==> config.mk <==
export PLATFORM = sky130hd
export DESIGN_NAME = calc_seq
export DESIGN_NICKNAME = d
export VERILOG_FILES = /design/src/rtl/calc_pkg.sv /design/src/rtl/calc_seq_addr.sv /design/src/rtl/calc_seq.sv
export SDC_FILE = /design/constraint.sdc
export NUM_CORES = 1
export LEC_CHECK = 0
export ABC_CLOCK_PERIOD_IN_PS = 3500
export CORE_ASPECT_RATIO = 0.5
export CORE_MARGIN = 1
export CORE_UTILIZATION = 45
export DETAILED_ROUTE_END_ITERATION = 10
export PLACE_DENSITY_LB_ADDON = 0.2
export SLEW_MARGIN = 20
export SYNTH_ARGS = -nofsm -noshare
export SYNTH_HDL_FRONTEND = slang
export SYNTH_HIERARCHICAL = 1
export SYNTH_SLANG_ARGS = --single-unit
==> constraint.sdc <==
create_clock -name clk -period 3.5 [get_ports clk]
set_clock_uncertainty 0.2 [all_clocks]
set_input_delay 0.7 -clock clk [delete_from_list [all_inputs] [get_ports clk]]
set_output_delay 0.7 -clock clk [all_outputs]
set_load 0.02 [all_outputs]
==> src/rtl/calc_pkg.sv <==
// Shared types and default constants for the bit-plane calc job sequencer.
// No logic: state encoding, cmd bundle and parameter defaults only.
// Consumers import calc_pkg::*; field widths here set the internal datapath width.
package calc_pkg;

    localparam int CALC_ADDR_W   = 32;
    localparam int CALC_KT_W     = 16;
    localparam int CALC_SHIFT_W  = 3;
    localparam int CALC_LAT_DEF  = 4;
    localparam int CALC_A_STRIDE = 256;
    localparam int CALC_S_STRIDE = 20;

    typedef enum logic [2:0] {
        ST_IDLE,
        ST_ISSUE,
        ST_WAIT,
        ST_ACC,
        ST_WB,
        ST_DONE
    } calc_seq_state_t;

    typedef struct packed {
        logic [CALC_ADDR_W-1:0]  base_a;
        logic [CALC_ADDR_W-1:0]  base_s;
        logic [CALC_ADDR_W-1:0]  base_b;
        logic [CALC_KT_W-1:0]    ktiles;
        logic [CALC_SHIFT_W-1:0] planes_m1;
    } calc_cmd_t;

endpackage

==> src/rtl/calc_seq_addr.sv <==
// Address generator: tile/plane counters with running A, S and B addresses.
// Latency: addresses update the cycle after a load/step/wb_load strobe.
// No backpressure: strobes come from the sequencer FSM, one per step.
module calc_seq_addr
    import calc_pkg::*;
#(
    parameter int A_STRIDE = CALC_A_STRIDE,
    parameter int S_STRIDE = CALC_S_STRIDE
) (
    input  logic                    clk,
    input  logic                    rst_n,
    input  logic                    load,
    input  calc_cmd_t               cmd,
    input  logic                    step,
    input  logic                    wb_load,
    output logic                    last,
    output logic [CALC_SHIFT_W-1:0] plane,
    output logic [CALC_ADDR_W-1:0]  addr_a,
    output logic [CALC_ADDR_W-1:0]  addr_s,
    output logic [CALC_ADDR_W-1:0]  addr_b
);

    localparam logic [CALC_ADDR_W-1:0] A_INC = CALC_ADDR_W'(A_STRIDE);
    localparam logic [CALC_ADDR_W-1:0] S_INC = CALC_ADDR_W'(S_STRIDE);

    logic [CALC_KT_W-1:0]    k_q;
    logic [CALC_KT_W-1:0]    kt_m1_q;
    logic [CALC_SHIFT_W-1:0] p_q;
    logic [CALC_SHIFT_W-1:0] pm1_q;
    logic [CALC_ADDR_W-1:0]  a_q;
    logic [CALC_ADDR_W-1:0]  s_q;
    logic [CALC_ADDR_W-1:0]  b_base_q;
    logic [CALC_ADDR_W-1:0]  b_q;

    // S advances every step (plane inner loop); A only when the plane index wraps.
    always_ff @(posedge clk or negedge rst_n) begin
        if (!rst_n) begin
            k_q      <= '0;
            kt_m1_q  <= '0;
            p_q      <= '0;
            pm1_q    <= '0;
            a_q      <= '0;
            s_q      <= '0;
            b_base_q <= '0;
            b_q      <= '0;
        end else begin
            if (load) begin
                k_q      <= '0;
                p_q      <= '0;
                kt_m1_q  <= cmd.ktiles - CALC_KT_W'(1);
                pm1_q    <= cmd.planes_m1;
                a_q      <= cmd.base_a;
                s_q      <= cmd.base_s;
                b_base_q <= cmd.base_b;
            end else if (step) begin
                s_q <= s_q + S_INC;
                if (p_q == pm1_q) begin
                    p_q <= '0;
                    k_q <= k_q + CALC_KT_W'(1);
                    a_q <= a_q + A_INC;
                end else begin
                    p_q <= p_q + CALC_SHIFT_W'(1);
                end
            end
            if (wb_load) begin
                b_q <= b_base_q;
            end
        end
    end

    assign last   = (k_q == kt_m1_q) && (p_q == pm1_q);
    assign plane  = p_q;
    assign addr_a = a_q;
    assign addr_s = s_q;
    assign addr_b = b_q;

endmodule

==> src/rtl/calc_seq.sv <==
// Job sequencer for the bit-plane calc unit; optional busy-cycle counter under CALC_SEQ_PERF_EN.
// Latency: start 1 cycle after accept, each step CALC_LAT+2 cycles, done 1 cycle after write-back.
// Backpressure: cmd_ready only in IDLE (no queueing); WB holds wb_valid/addr_B until wb_ready.
module calc_seq
    import calc_pkg::*;
#(
    parameter int ADDR_W   = CALC_ADDR_W,
    parameter int KT_W     = CALC_KT_W,
    parameter int SHIFT_W  = CALC_SHIFT_W,
    parameter int CALC_LAT = CALC_LAT_DEF,
    parameter int A_STRIDE = CALC_A_STRIDE,
    parameter int S_STRIDE = CALC_S_STRIDE
) (
    input  logic               clk,
    input  logic               rst_n,
    input  logic               cmd_valid,
    output logic               cmd_ready,
    input  logic [ADDR_W-1:0]  cmd_base_a,
    input  logic [ADDR_W-1:0]  cmd_base_s,
    input  logic [ADDR_W-1:0]  cmd_base_b,
    input  logic [KT_W-1:0]    cmd_ktiles,
    input  logic [SHIFT_W-1:0] cmd_planes_m1,
    output logic               start,
    output logic [ADDR_W-1:0]  addr_A,
    output logic [ADDR_W-1:0]  addr_S,
    output logic [ADDR_W-1:0]  addr_B,
    output logic               init,
    output logic               acc_en,
    output logic [SHIFT_W-1:0] shift_amt,
    output logic               wb_valid,
    input  logic               wb_ready,
    output logic               busy,
    output logic               done,
    output logic [31:0]        perf_cycles
);

    localparam int WAIT_W = (CALC_LAT > 1) ? $clog2(CALC_LAT) : 1;

    calc_seq_state_t state_q, state_d;
    logic              rdy_q;
    logic              first_q;
    logic [WAIT_W-1:0] wait_q;
    calc_cmd_t         cmd_in;
    logic              accept;
    logic              addr_load;
    logic              addr_step;
    logic              b_load;
    logic              last;
    logic [CALC_SHIFT_W-1:0] plane;
    logic [CALC_ADDR_W-1:0]  addr_a_w;
    logic [CALC_ADDR_W-1:0]  addr_s_w;
    logic [CALC_ADDR_W-1:0]  addr_b_w;

    always_comb begin
        cmd_in           = '0;
        cmd_in.base_a    = CALC_ADDR_W'(cmd_base_a);
        cmd_in.base_s    = CALC_ADDR_W'(cmd_base_s);
        cmd_in.base_b    = CALC_ADDR_W'(cmd_base_b);
        cmd_in.ktiles    = CALC_KT_W'(cmd_ktiles);
        cmd_in.planes_m1 = CALC_SHIFT_W'(cmd_planes_m1);
    end

    // rdy_q keeps cmd_ready low while reset is held, even though the state is IDLE.
    assign cmd_ready = rdy_q && (state_q == ST_IDLE);
    assign busy      = (state_q != ST_IDLE);
    assign accept    = cmd_valid && cmd_ready;

    always_comb begin
        state_d   = state_q;
        start     = 1'b0;
        acc_en    = 1'b0;
        init      = 1'b0;
        shift_amt = '0;
        wb_valid  = 1'b0;
        done      = 1'b0;
        addr_load = 1'b0;
        addr_step = 1'b0;
        b_load    = 1'b0;
        case (state_q)
            ST_IDLE: begin
                if (accept) begin
                    if (cmd_ktiles == '0) begin
                        state_d = ST_DONE;
                    end else begin
                        state_d   = ST_ISSUE;
                        addr_load = 1'b1;
                    end
                end
            end
            ST_ISSUE: begin
                start   = 1'b1;
                state_d = ST_WAIT;
            end
            ST_WAIT: begin
                if (wait_q == '0) begin
                    state_d = ST_ACC;
                end
            end
            ST_ACC: begin
                acc_en    = 1'b1;
                init      = first_q;
                shift_amt = SHIFT_W'(plane);
                // Final step leaves A/S untouched so they hold the last issued addresses.
                if (last) begin
                    state_d = ST_WB;
                    b_load  = 1'b1;
                end else begin
                    state_d   = ST_ISSUE;
                    addr_step = 1'b1;
                end
            end
            ST_WB: begin
                wb_valid = 1'b1;
                if (wb_ready) begin
                    state_d = ST_DONE;
                end
            end
            ST_DONE: begin
                done    = 1'b1;
                state_d = ST_IDLE;
            end
            default: state_d = ST_IDLE;
        endcase
    end

    always_ff @(posedge clk or negedge rst_n) begin
        if (!rst_n) begin
            state_q <= ST_IDLE;
            rdy_q   <= 1'b0;
            first_q <= 1'b0;
            wait_q  <= '0;
        end else begin
            state_q <= state_d;
            rdy_q   <= 1'b1;
            if (accept) begin
                first_q <= 1'b1;
            end else if (state_q == ST_ACC) begin
                first_q <= 1'b0;
            end
            if (state_q == ST_ISSUE) begin
                wait_q <= WAIT_W'(CALC_LAT - 1);
            end else if (state_q == ST_WAIT && wait_q != '0) begin
                wait_q <= wait_q - WAIT_W'(1);
            end
        end
    end

    calc_seq_addr #(
        .A_STRIDE (A_STRIDE),
        .S_STRIDE (S_STRIDE)
    ) u_addr (
        .clk     (clk),
        .rst_n   (rst_n),
        .load    (addr_load),
        .cmd     (cmd_in),
        .step    (addr_step),
        .wb_load (b_load),
        .last    (last),
        .plane   (plane),
        .addr_a  (addr_a_w),
        .addr_s  (addr_s_w),
        .addr_b  (addr_b_w)
    );

    assign addr_A = ADDR_W'(addr_a_w);
    assign addr_S = ADDR_W'(addr_s_w);
    assign addr_B = ADDR_W'(addr_b_w);

`ifdef CALC_SEQ_PERF_EN
    logic [31:0] cyc_q;
    logic [31:0] cyc_inc;
    logic [31:0] perf_q;

    assign cyc_inc = (cyc_q == '1) ? cyc_q : cyc_q + 32'd1;

    // Snapshot includes the busy cycle that is transitioning into DONE.
    always_ff @(posedge clk or negedge rst_n) begin
        if (!rst_n) begin
            cyc_q  <= '0;
            perf_q <= '0;
        end else begin
            if (accept) begin
                cyc_q <= '0;
            end else if (busy) begin
                cyc_q <= cyc_inc;
            end
            if (state_d == ST_DONE && state_q != ST_DONE) begin
                perf_q <= (state_q == ST_IDLE) ? '0 : cyc_inc;
            end
        end
    end

    assign perf_cycles = perf_q;
`else
    assign perf_cycles = '0;
`endif

endmodule

## After elaboration in Yosys (flattened, before gate mapping)

Index checks and enable logic that the tools add are counted.

| storage, ports and cells | value |
|---|---|
| output and inout bits | 138 |
| logic and storage cells | 77 |
| input port bits | 119 |
| register bits | 173 |

| operators by class | value |
|---|---|
| muxes and demuxes | 34 |
| equality and inequality tests | 10 |
| $add $sub $neg | 6 |
| reduce and logical (&&, ||, !) cells | 15 |

Operators by type and width:

| kind | count |
|---|---|
| $mux W32 | 5 |
| $mux W16 | 3 |
| $add A32 B5 Y32 const B | 1 |
| $add A32 B9 Y32 const B | 1 |
| $mux W3 | 9 |
| $add A16 B1 Y16 const B | 1 |
| $eq A16 B16 Y1 | 1 |
| $logic_not A16 Y1 | 1 |
| $sub A16 B1 Y16 const B | 1 |
| $pmux W3 S5 | 1 |
| $mux W1 | 14 |
| $reduce_bool A2 Y1 | 5 |
| $eq A3 B2 Y1 const B | 2 |
| $eq A3 B3 Y1 const B | 2 |
| $ne A2 B2 Y1 const B | 3 |
| $logic_and A1 B1 Y1 | 4 |
| $mux W2 | 2 |
| $add A3 B1 Y3 const B | 1 |
| $eq A3 B1 Y1 const B | 1 |
| $eq A3 B3 Y1 | 1 |
| $logic_not A3 Y1 | 1 |
| $reduce_and A3 Y1 | 1 |
| $reduce_bool A3 Y1 | 1 |
| $logic_not A2 Y1 | 1 |
| 2 further kinds | 2 |

## Logic depth before layout (Yosys ltp)

Gate-level depths: netlist of the first run.

| logic depth | value |
|---|---|
| depth after elaboration | 7 |
| mapped depth | 11 |
| mapped depth without buffers | 10 |

## By module

The synthesis of the first run kept the hierarchy.

Modules (own cells, without submodules):

| module | area each (um2) | instances | sequential area each (um2) | cells each |
|---|---|---|---|---|
| calc_seq_addr | 7781.2 | 1 | 4154.0 | 713 |
| calc_seq | 710.7 | 1 | 175.2 | 87 |

## Worst setup path after synthesis of the first run

Ideal clock, no wire load.

| path | value |
|---|---|
| kind | flip-flop to flip-flop |
| start | reg u_addr.p_q[0] (netlist: u_addr/plane[0]) |
| end | reg u_addr.s_q[25] (netlist: u_addr/addr_s[25]) |
| arrival time | 2.314 ns |
| path buffers | 0 |
| cell stages (with the launch flop) | 10 |
| clock period less this slack | 2.596 ns |
| setup time | 0.082 ns |
| path slack | 0.904 ns |
| data required time | 3.218 ns |
| cells stage by stage | dfrtp_1 -> xnor2_1 -> nand3_1 -> nor2_1 -> nor2_1 -> inv_1 -> nor4_4 -> nand4_2 -> or3_1 -> a31oi_1 |

| on the way | value |
|---|---|
| longest elaborated chain between the ends | 5 |

Ends and longest elaborated chain:

| what | line | RTL |
|---|---|---|
| from (decl) | calc_seq_addr.sv:28 | `logic [CALC_SHIFT_W-1:0] p_q;` |
| from (signal assigned) | calc_seq_addr.sv:62 | `p_q <= p_q + CALC_SHIFT_W'(1);` |
| $eq A3 B3 Y1 | calc_seq_addr.sv:71 | `assign last = (k_q == kt_m1_q) && (p_q == pm1_q);` |
| $logic_and A1 B1 Y1 | calc_seq_addr.sv:71 |  |
| net last | calc_seq.sv:48 | `logic last;` |
| $mux W1 | calc_seq.sv:104 | `if (last) begin` |
| $mux W1 | calc_seq.sv:79 | `case (state_q)` |
| net addr_step | calc_seq.sv:46 | `logic addr_step;` |
| $reduce_bool A2 Y1 (no source line) | n/a |  |
| to (signal assigned) | calc_seq_addr.sv:53 | `s_q <= cmd.base_s;` |
| to (signal assigned) | calc_seq_addr.sv:56 | `s_q <= s_q + S_INC;` |
| to (decl) | calc_seq_addr.sv:31 | `logic [CALC_ADDR_W-1:0] s_q;` |

The timed path passes the listed nets, and every way through them passes these cells.
A chain may end at the register's enable or synchronous reset.

## Worst setup path after layout of the first run

| path | value |
|---|---|
| start | reg u_addr.p_q[0] (netlist: u_addr/plane[0]) |
| end | reg u_addr.s_q[16] (netlist: u_addr/addr_s[16]) |

The elaborated chain is that of the path after synthesis.

==> results of run 1 <==
[layout by cell type (no fill, tap or decap), drive strengths merged, types with 14 or more instances in the layout]
| cell type | count |
|---|---|
| nand3 | 29 |
| o21ai | 59 |
| clkbuf | 19 |
| nor4 | 26 |
| xnor2 | 50 |
| mux2 | 79 |
| buf | 14 |
| conb | 33 |
| inv | 23 |
| nor3 | 20 |
| nand2 | 83 |
| a21oi | 21 |
| dfrtp | 173 |
| xor2 | 47 |
| nor2 | 47 |
| nand4 | 19 |
| clkdlybuf4s50 | 223 |
[cell families after synthesis]
kind of cell | after synthesis | share of synthesized area
AOI/OAI and AO/OA | 90 | 0.0561
adders and majority gates | 6 | 0.00884
xor gates and xnor gates | 97 | 0.100
muxes | 81 | 0.107
other | 2 | 0.000884
and+or+nand+nor | 265 | 0.163
buffers and inverters | 86 | 0.0539
DFF | 173 | 0.510
[metrics by stage]
stage | instance area, sq um | total power, uW | instances | hold WS, ns | worst slack (ns)
4_1_cts | 11600 | 8520 | 1291 | 0.000312 | 0.333
3_3_place_gp | 10900 | 6370 | 1260 | 0.254 | 0.423
6_report | 11600 | 8450 | 1291 | -0.00687 | 0.350
3_5_place_dp | 10900 | 6460 | 1260 | 0.264 | 0.355
5_1_grt | 11600 | 8940 | 1291 | 0.00649 | 0.0587
2_1_floorplan | 8610 | 5060 | 831 | 0.204 | 0.904
[synthesized netlist by cell type, types with 7 or more instances]
library cell | instances | share of area
sky130_fd_sc_hd__a21oi_1 | 21 | 0.012
sky130_fd_sc_hd__and2_1 | 8 | 0.0059
sky130_fd_sc_hd__and3_1 | 8 | 0.0059
sky130_fd_sc_hd__and4_1 | 7 | 0.0072
sky130_fd_sc_hd__buf_1 | 8 | 0.0035
sky130_fd_sc_hd__buf_4 | 32 | 0.028
sky130_fd_sc_hd__clkbuf_1 | 20 | 0.0088
sky130_fd_sc_hd__dfrtp_1 | 173 | 0.51
sky130_fd_sc_hd__inv_1 | 19 | 0.0084
sky130_fd_sc_hd__mux2_2 | 79 | 0.10
sky130_fd_sc_hd__nand2_1 | 83 | 0.037
sky130_fd_sc_hd__nand3_1 | 28 | 0.017
sky130_fd_sc_hd__nand4_1 | 18 | 0.013
sky130_fd_sc_hd__nor2_1 | 47 | 0.021
sky130_fd_sc_hd__nor3_1 | 20 | 0.012
sky130_fd_sc_hd__nor4_1 | 22 | 0.016
sky130_fd_sc_hd__o21ai_0 | 56 | 0.033
sky130_fd_sc_hd__xnor2_1 | 50 | 0.052
sky130_fd_sc_hd__xor2_1 | 47 | 0.048
[area by class of cell]
| class | count | area [sq um] |
|---|---|---|
| fillers | 1490 | 6880 |
| flip-flops and latches | 173 | 4330 |
| multi-input cells | 572 | 3830 |
| repair buffers | 237 | 2380 |
| clock buffers | 19 | 443 |
| well taps | 259 | 324 |
| clock inverters | 12 | 183 |
| inverters | 19 | 71.3 |
[layer usage]
layer	vias to the layer above	routed length (um)	track usage
met4	0	217	0.0583
met1	3153	9180	0.275
met3	17	1510	0.0766
li1	3136	-	-
met5	-	0	0
met2	181	9490	0.348
[state kept, by name (all words and copies together) (netlist names)]
signal	flops
first_q	1
rdy_q	1
state_q	3
u_addr/addr_a	32
u_addr/addr_b	32
u_addr/addr_s	32
u_addr/b_base_q	32
u_addr/k_q	16
u_addr/kt_m1_q	16
u_addr/plane	3
u_addr/pm1_q	3
wait_q	2
[power by group]
| part | total, uW | internal [uW] | switching (uW) |
|---|---|---|---|
| Combinational | 3000 | 1530 | 1480 |
| Sequential | 3420 | 2710 | 702 |
| Clock | 2030 | 1220 | 813 |
[worst min-delay path by stage]
| stage | slack (ns) | depth (start not counted) | end |
|---|---|---|---|
| 2_1_floorplan | 0.20 | 0 | first_q |
| 3_3_place_gp | 0.25 | 2 | first_q |
| 3_5_place_dp | 0.26 | 2 | first_q |
| 4_1_cts | 0.0003 | 1 | u_addr/addr_a[23] |
| 5_1_grt | 0.006 | 1 | u_addr/addr_a[23] |
| 6_report | -0.007 | 1 | u_addr/addr_a[23] |
[worst register-to-register path: stages (launching register included)]
cell and delay [ns]:
sky130_fd_sc_hd__dfrtp_1 0.45, sky130_fd_sc_hd__xnor2_1 0.23, sky130_fd_sc_hd__nand3_1 0.15, sky130_fd_sc_hd__nor2_1 0.09
sky130_fd_sc_hd__nor2_1 0.43, sky130_fd_sc_hd__buf_4 0.23, sky130_fd_sc_hd__o21ai_0 0.19, sky130_fd_sc_hd__nor4_4 0.55
sky130_fd_sc_hd__nand3_1 0.18, sky130_fd_sc_hd__xor2_1 0.18, sky130_fd_sc_hd__o21ai_0 0.18
==> results_dict.tcl, run 1 <==
set metrics [dict create \
    ctsHoldBuffers 0 \
    path_class "flop to flop" \
    worst-slew-pin-transition_ns 0.686 \
    critical-path-max-stage-delay_ns 0.55 \
    dr.first_iter.drc_count 251 \
    timing.setup.tns_ns 0 \
    max_freq_ghz 0.317 \
    clock_sink_count 173 \
    initial_core_util 0.461 \
    ys.flop_type "sky130_fd_sc_hd__dfrtp_1" \
    worst_path_dominant_cell_family "simple AND/OR/NAND/NOR gates" \
    drt_pass1_iterations 5 \
    grt_start_max_net_pins 84 \
    post_synth.cell_area_avg_sq_um 10.6 \
    synth-warning-count 6 \
    power.density_nw_per_um2 731 \
    syn_inst 800 \
    antenna_cells 0 \
    rows 35 \
    global_route_total_usage_across_every_layer 0.215 \
    timing.rr.start "u_addr/plane[0]" \
    grt_pass1_wl_mm 32.9 \
    htree_levels 4 \
    run_status "finished with violations" \
    area_added_between_synthesis_and_finish_pct 36.1 \
    clock-root-buffer "sky130_fd_sc_hd__clkbuf_16" \
    regToRegEndpoint "u_addr/addr_s[16]" \
    path_max_fanout 10 \
    seq_area_frac_synth 0.510 \
    detail_routed_via_count_per_cell 5.02 \
    reg2regPathDepth 10 \
    timing.critical_path.cells "xnor2_1 -> nand3_1 -> nor2_1 -> nor2_1 -> buf_4 -> o21ai_0 -> nor4_4 -> nand3_1 -> xor2_1 -> o21ai_0" \
    grt_remaining_overflow 0 \
    clkLatencyLatePin_ns 0.42 \
    die_width_um 196 \
    startpoint "u_addr/plane[0]" \
    cts_inserted_buffers 17 \
    grt_setup_unrepaired "false" \
    crit_path_cell_count 10 \
    cts_post_setup_buffers_inserted 0 \
    vdd.ir_drop.worst_mv 0.487 \
    power.static_leakage_uw 0.00475 \
    ff2ff_setup_slack_ns 0.35 \
    max-cap-violations 0 \
    required_ns 3.64 \
    floorplan.die_area_sq_um 19500 \
    cts.reportedPaths.clkPinSlew_ns 0.07 \
    num_io_pins 257 \
    antenna_violating_nets_post_route 0 \
    detailedPlacementHpwl_mm 14.8 \
    critical-path-slowest-cell "sky130_fd_sc_hd__nor4_4" \
    vias 6487 \
    worst_setup_path_endpoint "u_addr/addr_s[16]" \
    post_drt_wl_per_cell_um 15.8 \
    post-route-period-util 0.900 \
    hold_path_class "input port to asynchronous set/reset pin" \
    failed_checks "hold timing" \
    drive_above_1_share 0.128 \
    finalHoldViolations 3 \
    netlist_area_sq_um 8490 \
    cp.arrival_ns 3.29 \
    cts_max_path_buffers 2 \
    final-setup-viol-count 0 \
    cts_tree "done" \
    max_slew_vio_count 0 \
    holdWs_ns -0.00687 \
    async_reset_ff_frac 1.00 \
    drc_violations_left 0 \
    post_cts.resized_instances 0 \
    ys_ff_latch 173 \
    postRouteWirelength_mm 20.4 \
    layout_min_cycle_time_ns 3.15 \
    final_core_util 0.627 \
    fp.coreArea_sq_um 18400 \
    crit_path_end_kind "flop" \
    crit_buf_inv 1 \
    floorplan.die.height_um 99.1 \
    slew_headroom 0.539 \
    first_global_vias 6567 \
    num-nets-final 1145 \
    worstSetupStartpointType "flop" \
    synth_cell_types 45 \
    number_of_antenna_violations_at_the_first_check_in_global_routing 0 \
    port_buffers 224 \
    routability_congestion 0.844 \
    number_of_enable_flip_flop_cells_after_synthesis 0 \
]
(Power assumes the default switching activity.)
==> inputs of run 2 (changes only) <==
--- a/config.mk
+++ b/config.mk
@@ -8,7 +8,8 @@
 export ABC_CLOCK_PERIOD_IN_PS = 3500
 export CORE_ASPECT_RATIO = 0.5
 export CORE_MARGIN = 1
-export CORE_UTILIZATION = 45
+export CORE_UTILIZATION = 48
+export CTS_CLUSTER_SIZE = 14
 export DETAILED_ROUTE_END_ITERATION = 10
 export PLACE_DENSITY_LB_ADDON = 0.2
 export SLEW_MARGIN = 20
==> run 2 against run 1 <==
Against the previous run: the flow now finishes without violations; setup slack improved by 0.13 ns; sequential share of layout area rose by 0.40 points; register-to-register slack gained 0.17 ns; sequential cell count did not move; final area is 1.0% lower; first-iteration DRC count grew 51%; global-route usage rose by 1.8 points; utilization is 5.2 points higher; power is 2.0% lower; wire length grew 1.3%; count of clock-buffer cells in the layout down 1; worst hold slack improved by 0.038 ns; critical path type is now flop to primary output; largest cell class unchanged; largest power group unchanged; highest routed layer unchanged.
==> results_dict.tcl, run 2 (synthesis gave the netlist of run 1 again) <==
set metrics [dict create \
    final_cell_mix "sky130_fd_sc_hd__clkdlybuf4s50_1 (223), sky130_fd_sc_hd__dfrtp_1 (173), sky130_fd_sc_hd__nand2_1 (83)" \
    mostFrequentLayoutCell "sky130_fd_sc_hd__clkdlybuf4s50_1" \
    crit_path_end_kind "primary output" \
    first_global_vias 6591 \
    final_cells 1256 \
    clock_sink_count 173 \
    cts_max_path_buffers 2 \
    holdWs_ns 0.0315 \
    clkLatencyLatePin_ns 0.42 \
    grt_pass1_wl_mm 32.9 \
    routability_congestion 0.866 \
    drc_violations_left 0 \
    power.static_leakage_uw 0.00471 \
    layout_min_cycle_time_ns 3.02 \
    die_width_um 190 \
    floorplan.die_area_sq_um 18300 \
    finalHoldViolations 0 \
    cts_inserted_buffers 17 \
    global_route_total_usage_across_every_layer 0.233 \
    timing.critical_path.cells "nand3b_1 -> inv_1 -> and2_1 -> clkdlybuf4s50_1" \
    fp.coreArea_sq_um 16800 \
    port_buffers 224 \
    reg2regPathDepth 12 \
    dp.cells 1225 \
    cts_post_setup_buffers_inserted 0 \
    post-route-period-util 0.863 \
    timing.setup.tns_ns 0 \
    htree_levels 4 \
    dr.first_iter.drc_count 380 \
    num-nets-final 1142 \
    critical-path-slowest-cell "sky130_fd_sc_hd__clkdlybuf4s50_1" \
    floorplan.die.height_um 96.1 \
    initial_core_util 0.504 \
    regToRegEndpoint "u_addr/addr_s[17]" \
    postRouteWirelength_mm 20.7 \
    ctsHoldBuffers 0 \
    power_uw 8280 \
    critical-path-max-stage-delay_ns 0.60 \
    area_added_between_synthesis_and_finish_pct 34.7 \
    cp.arrival_ns 2.12 \
    detail_routed_via_count_per_cell 5.22 \
    finalWorstSetupSlack_ns 0.481 \
    drive_above_1_share 0.126 \
    antenna_cells 0 \
    vdd.ir_drop.worst_mv 0.396 \
    power.density_nw_per_um2 724 \
    max-cap-violations 0 \
    worstSetupStartpointType "flop" \
    antenna_violating_nets_post_route 0 \
    clock-root-buffer "sky130_fd_sc_hd__clkbuf_16" \
    vias 6552 \
    pre_cts_slack_ns 0.357 \
    path_max_fanout 11 \
    max_slew_vio_count 0 \
    post_drt_wl_per_cell_um 16.4 \
    num-fill-cells 1321 \
    crit_buf_inv 2 \
    timing.rr.start "u_addr/k_q[0]" \
    worst_path_dominant_cell_family "buffers and inverters" \
    max_freq_ghz 0.331 \
    number_of_antenna_violations_at_the_first_check_in_global_routing 0 \
    grt_start_max_net_pins 139 \
    path_class "flop to primary output" \
    grt_setup_unrepaired "false" \
    detailedPlacementHpwl_mm 14.7 \
    num_io_pins 257 \
    slew_headroom 0.528 \
    final-setup-viol-count 0 \
    drt_pass1_iterations 4 \
    grt_remaining_overflow 0 \
    cts.reportedPaths.clkPinSlew_ns 0.06 \
    worst-slew-pin-transition_ns 0.702 \
    run_status "finished clean" \
    cts_tree "done" \
    rows 33 \
    post_cts.resized_instances 0 \
    required_ns 2.60 \
    ff2ff_setup_slack_ns 0.52 \
    hold_path_class "input port to asynchronous set/reset pin" \
]
[run 2: stage by stage]
stage | instance area, sq um | util
after global placement | 10900 | 0.644
final | 11400 | 0.679
after CTS | 11400 | 0.679
after floorplan | 8610 | -
after detailed placement | 10900 | 0.644
after global routing | 11400 | 0.679
[run 2: layout make-up]
type,count,area [sq um],share of cell area
well taps,227,284,0.0248
clock inverters,13,140,0.0123
flip-flops and latches,173,4330,0.379
inverters,19,71.3,0.00624
clock buffers,18,439,0.0384
repair buffers,234,2340,0.205
multi-input cells,572,3830,0.335
[run 2: where the power goes]
group | internal, uW | switching, uW | leakage (uW)
Sequential | 2720 | 690 | 0.00216
Combinational | 1520 | 1490 | 0.00227
Clock | 1070 | 799 | 0.000275
Total | 5300 | 2980 | 0.00471
[run 2: worst max path at each step]
stage | start | endpoint | slack (ns) | cells after the start
3_5_place_dp | cmd_ktiles[5] | u_addr/kt_m1_q[0] | 0.36 | 7
6_report | state_q[1] | shift_amt[0] | 0.48 | 4
4_1_cts | state_q[2] | shift_amt[0] | 0.46 | 4
2_1_floorplan | u_addr/plane[0] | u_addr/addr_s[25] | 0.90 | 9
5_1_grt | u_addr/k_q[0] | u_addr/addr_s[19] | 0.28 | 12
3_3_place_gp | cmd_ktiles[5] | u_addr/addr_a[7] | 0.44 | 6
[run 2: routing by layer]
layer | vias up | track usage | wire, um
li1 | 3130 | - | -
met1 | 3184 | 0.288 | 8800
met2 | 214 | 0.389 | 10000
met3 | 24 | 0.0798 | 1550
met4 | 0 | 0.0699 | 266
met5 | - | 0 | 0
